File: src/rtl/exec_seq.sv
// Multi-cycle execute sequencer: issues MUL/long-MUL/FP ops to an external unit,
// stalls the PC while it runs, then writes one or two result words back.
module exec_seq #(
  parameter int unsigned WIDTH   = 32,
  parameter int unsigned TIMEOUT = 15
) (
  input  logic             clk,
  input  logic             reset,
  input  logic             InstrValid,
  input  logic             IsMul,
  input  logic             IsLong,
  input  logic             IsFP,
  input  logic [3:0]       RdLo,
  input  logic [3:0]       RdHi,
  input  logic             Done,
  input  logic [WIDTH-1:0] ResLo,
  input  logic [WIDTH-1:0] ResHi,
  output logic             Start,
  output logic             Stall,
  output logic             Busy,
  output logic             RegWrite,
  output logic [3:0]       WA3,
  output logic [WIDTH-1:0] WD3,
  output logic             Error
);

  localparam int unsigned CW = (TIMEOUT > 1) ? $clog2(TIMEOUT) : 1;
  localparam logic [CW-1:0] TMO_LAST = CW'(TIMEOUT - 1);

  typedef enum logic [2:0] {
    S_IDLE,
    S_ISSUE,
    S_WAIT,
    S_WB_LO,
    S_WB_HI
  } state_e;

  state_e           state_q, state_d;
  logic [CW-1:0]    cnt_q, cnt_d;
  logic [WIDTH-1:0] lo_q, lo_d;
  logic [WIDTH-1:0] hi_q, hi_d;
  logic [3:0]       rdlo_q, rdlo_d;
  logic [3:0]       rdhi_q, rdhi_d;
  logic             long_q, long_d;
  logic             err_q, err_d;

  logic op;
  logic timeout_hit;

  assign op          = InstrValid & (IsMul | IsFP);
  assign timeout_hit = (cnt_q == TMO_LAST) & ~Done;
  assign Busy        = (state_q != S_IDLE);
  assign Error       = err_q;

  always_ff @(posedge clk) begin
    if (reset) begin
      state_q <= S_IDLE;
      cnt_q   <= '0;
      lo_q    <= '0;
      hi_q    <= '0;
      rdlo_q  <= '0;
      rdhi_q  <= '0;
      long_q  <= 1'b0;
      err_q   <= 1'b0;
    end else begin
      state_q <= state_d;
      cnt_q   <= cnt_d;
      lo_q    <= lo_d;
      hi_q    <= hi_d;
      rdlo_q  <= rdlo_d;
      rdhi_q  <= rdhi_d;
      long_q  <= long_d;
      err_q   <= err_d;
    end
  end

  always_comb begin
    state_d  = state_q;
    cnt_d    = cnt_q;
    lo_d     = lo_q;
    hi_d     = hi_q;
    rdlo_d   = rdlo_q;
    rdhi_d   = rdhi_q;
    long_d   = long_q;
    err_d    = err_q;
    Start    = 1'b0;
    Stall    = 1'b0;
    RegWrite = 1'b0;
    WA3      = '0;
    WD3      = '0;

    unique case (state_q)
      S_IDLE: begin
        Stall = op;
        if (op) begin
          rdlo_d  = RdLo;
          rdhi_d  = RdHi;
          long_d  = IsMul & IsLong;
          state_d = S_ISSUE;
        end
      end
      S_ISSUE: begin
        Start   = 1'b1;
        Stall   = 1'b1;
        cnt_d   = '0;
        state_d = S_WAIT;
      end
      S_WAIT: begin
        // The abort cycle releases the stall so the instruction retires at that edge.
        Stall = ~timeout_hit;
        if (Done) begin
          lo_d    = ResLo;
          hi_d    = ResHi;
          state_d = S_WB_LO;
        end else if (timeout_hit) begin
          err_d   = 1'b1;
          state_d = S_IDLE;
        end else begin
          cnt_d = cnt_q + CW'(1);
        end
      end
      S_WB_LO: begin
        Stall    = long_q;
        RegWrite = (rdlo_q != 4'hF);
        WA3      = rdlo_q;
        WD3      = lo_q;
        state_d  = long_q ? S_WB_HI : S_IDLE;
      end
      S_WB_HI: begin
        RegWrite = (rdhi_q != 4'hF);
        WA3      = rdhi_q;
        WD3      = hi_q;
        state_d  = S_IDLE;
      end
      default: state_d = S_IDLE;
    endcase
  end

endmodule

File: config.mk
export PLATFORM = sky130hd
export DESIGN_NAME = exec_seq
export DESIGN_NICKNAME = d
export VERILOG_FILES = /design/src/rtl/exec_seq.sv
export SDC_FILE = /design/constraint.sdc
export NUM_CORES = 1
export LEC_CHECK = 0
export CAP_MARGIN = 20
export CELL_PAD_IN_SITES_DETAIL_PLACEMENT = 2
export CELL_PAD_IN_SITES_GLOBAL_PLACEMENT = 2
export CORE_MARGIN = 3
export CORE_UTILIZATION = 25
export DETAILED_ROUTE_END_ITERATION = 8
export PLACE_DENSITY = 0.85
export SYNTH_ARGS = -nofsm -noshare
export SYNTH_HDL_FRONTEND = slang
export SYNTH_SLANG_ARGS = --single-unit
File: constraint.sdc
create_clock -name clk -period 2.75 [get_ports clk]
set_clock_uncertainty 0.2 [all_clocks]
set_input_delay 0.6875 -clock clk [delete_from_list [all_inputs] [get_ports clk]]
set_output_delay 0.6875 -clock clk [all_outputs]
set_load 0.02 [all_outputs]
==> impl_metrics.yaml <==
synth:
  async_reset_ff_share_pct: 0
  synth_compound_area_share_pct: 25.6
  synth.area.top_cells: "dfxtp_1, nand2_1, a21oi_1, a22o_1, clkbuf_1"
  synth_fa_ha_area_share_pct: 0.738
  synth-edff-count: 0
  ys_top_cells_by_count: "nand2_1, dfxtp_1, a21oi_1"
  yosys.area.top_type_share_pct: 47.8
  muxShareOfSynthArea_pct: 0
  syn_nets: 505
  synth_xor_area_share_pct: 0
  yosysTopAreaCell: "dfxtp_1"
  seq_area_frac_synth_pct: 47.8
  synth_simple_gate_area_share_pct: 20.6
  synthCells: 424
  syn_area_mm2: 0.00339
  synth_top_family_by_area: "compound AO/OA/AOI/OAI gates"
  synth_cell_type_count: 37
  yosysWarnings: 0
  synthFlopType: "dfxtp_1"
  synth.most_common_cell: "nand2_1"
  synth_seq_cells: 81
  syn_area_per_cell_um2: 8.00
floorplanning:
  die_height_um: 122
  start_util_pct: 26.2
  die_w_um: 122
  rows: 41
  ios: 120
  design.die.area_mm2: 0.0150
  core_area_mm2: 0.0129
global_route:
  grt_pass1_wl_um: 20200
  grtUsageTotal_pct: 17.5
  grt_max_degree: 65
  grt_pass1_vias: 3874
  overflow: 0
  antenna_found_initial: 0
placement:
  pre_cts_ws_ns: -0.496
  port_buffers: 119
  gp_congestion: 0.718
  post-dp-hpwl_um: 8960
critical_path:
  rr_worst_depth: 4
  cp-start-kind: "flip-flop"
  crit_path_max_fanout: 19
  cp.required_ns: 1.86
  r2r_start: "state_q[1]"
  r2r-end: "cnt_q[2]"
  critPathLaunch: "state_q[2]"
  crit_type: "flip-flop to primary output"
  r2r_setup_slack_ns: 0.64
  end_kind: "primary output"
  arrival_ns: 1.82
drt:
  ant_nets: 0
  route.detailed.drc: 0
  viasPerCell: 4.94
  drtPass1Iterations: 4
  drtIter0Drc: 146
  vias: 3523
  drt-total-wl_um: 13000
  post_drt_wl_per_cell_um: 18.3
sta:
  hold_violations: 0
  max_freq_ghz: 0.370
  setup_viol: 0
  holdWs_ns: 0.258
  setup_tns_ns: 0
  period_share_pct: 98.4
  timing.final.ws_setup_ns: 0.0447
  timing.final.crit_period_ns: 2.71
  max_slew_margin_pct: 60.2
  worst_pin_slew_ns: 0.593
  maxSlewViolCount: 0
layout:
  fin_nets: 618
  drive_gt1_share_pct: 9.06
  area_growth_syn_to_layout_pct: 52.1
  diodes: 0
hold_path:
  holdPathStages: 2
  hold_class: "flip-flop to flip-flop"
  min_delay_worst_endpoint: "lo_q[19]"
  holdCritStartpoint: "lo_q[19]"
clock_network:
  clkTransAtPathRegs_ns: 0.06
  cts_tree: "built"
  clock_sinks: 81
  clock_path_buffers: 2
  cts_made_buffers: 9
  root_buffer: "clkbuf_16"
  htree_levels: 3
  clk-insertion-delay-late_ns: 0.34
  cts_hold_buf: 0
pwr:
  power.leakage_nw: 1.95
  vdd_ir_drop_max_v: 0.000277
  power.density_mw_per_mm2: 520
job:
  max_cap_violations: 0
run_status:
  run_status: "complete, no violations"
==> sequential cells by signal (all words and copies together) (netlist names) <==
name / cells
state_q: 3
long_q: 1
rdlo_q: 4
hi_q: 32
cnt_q: 4
Error: 1
rdhi_q: 4
lo_q: 32
==> worst max-delay path by stage <==
stage               endpoint  slack (ns)  cells past startpoint
floorplan              Stall        0.08                      4
global placement       Stall       -0.44                      5
detailed placement     Stall       -0.50                      5
CTS                    Stall       0.003                      5
global route         WD3[29]       -0.03                      5
finish                WD3[0]        0.04                      5
==> report_power, final <==
part | switching (W) | internal (W) | total (W)
clock | 0.000471 | 0.000745 | 0.00122
combinational | 0.000111 | 0.000141 | 0.000252
sequential | 0.0000187 | 0.00120 | 0.00122
total | 0.000601 | 0.00208 | 0.00268
==> through the flow <==
| step | utilization (%) | total power [W] | instances | instance area, um2 |
|---|---|---|---|---|
| detailed placement | 37.5 | 0.00150 | 694 | 4850 |
| finish | 39.9 | 0.00268 | 713 | 5160 |
| global route | 39.9 | 0.00281 | 713 | 5160 |
| CTS | 39.4 | 0.00273 | 709 | 5090 |
| floorplan | - | 0.00132 | 424 | 3390 |
| global placement | 37.5 | 0.00148 | 694 | 4850 |
==> cells by family after synthesis <==
| kind of cell | Yosys count |
|---|---|
| AOI/OAI and AO/OA | 137 |
| adders and majority gates | 2 |
| buffers and inverters | 42 |
| DFF | 81 |
| and+or+nand+nor | 162 |
==> area by class of cell <==
type	instances	area [um2]
clock buffer	12	256
clock inverter	3	40.0
fill	1494	7770
inverter	5	18.8
multi-input combinational	301	1630
sequential	81	1630
tap	172	215
timing repair buffer	139	1380
==> timing repair <==
action	in CTS	in global routing
resized for setup	49	10
setup buffers	0	2
endpoints found under the setup margin	40	28
cloned	0	2
pin swaps	2	2
==> placed cells by master, fill, tap and decap left out, types with 2 or more instances in the layout <==
cell type,n
clkbuf_8,2
a22o_1,37
nand2b_1,2
dfxtp_1,78
o21a_1,2
nand3b_1,2
clkbuf_16,10
nor2_1,2
clkdlybuf4s50_1,75
buf_4,14
a31oi_1,2
ha_1,2
o21ai_0,10
buf_12,5
a21oi_1,75
clkinv_2,2
inv_1,5
nand3_1,11
nand4_1,3
o211ai_1,3
dlygate4sd2_1,34
clkdlybuf4s15_1,5
nand2_1,130
dfxtp_2,3
dlymetal6s2s_1,2
==> worst max-delay path, stage by stage, from the launching register on <==
cell	delay, ns
dfxtp_2	0.42
nor3b_4	0.23
buf_4	0.15
buf_12	0.16
a22o_1	0.17
dlygate4sd2_1	0.34
==> per-layer routing <==
metal  up-vias  GRT usage, %  share of wire [%]
met3        13          4.65                4.6
met1      1732          19.4                 42
met5         -             0                  0
li1       1695             -                  -
met2        83          32.3                 52
met4         0          5.60                1.4
Power figures use the tool's default switching activity.
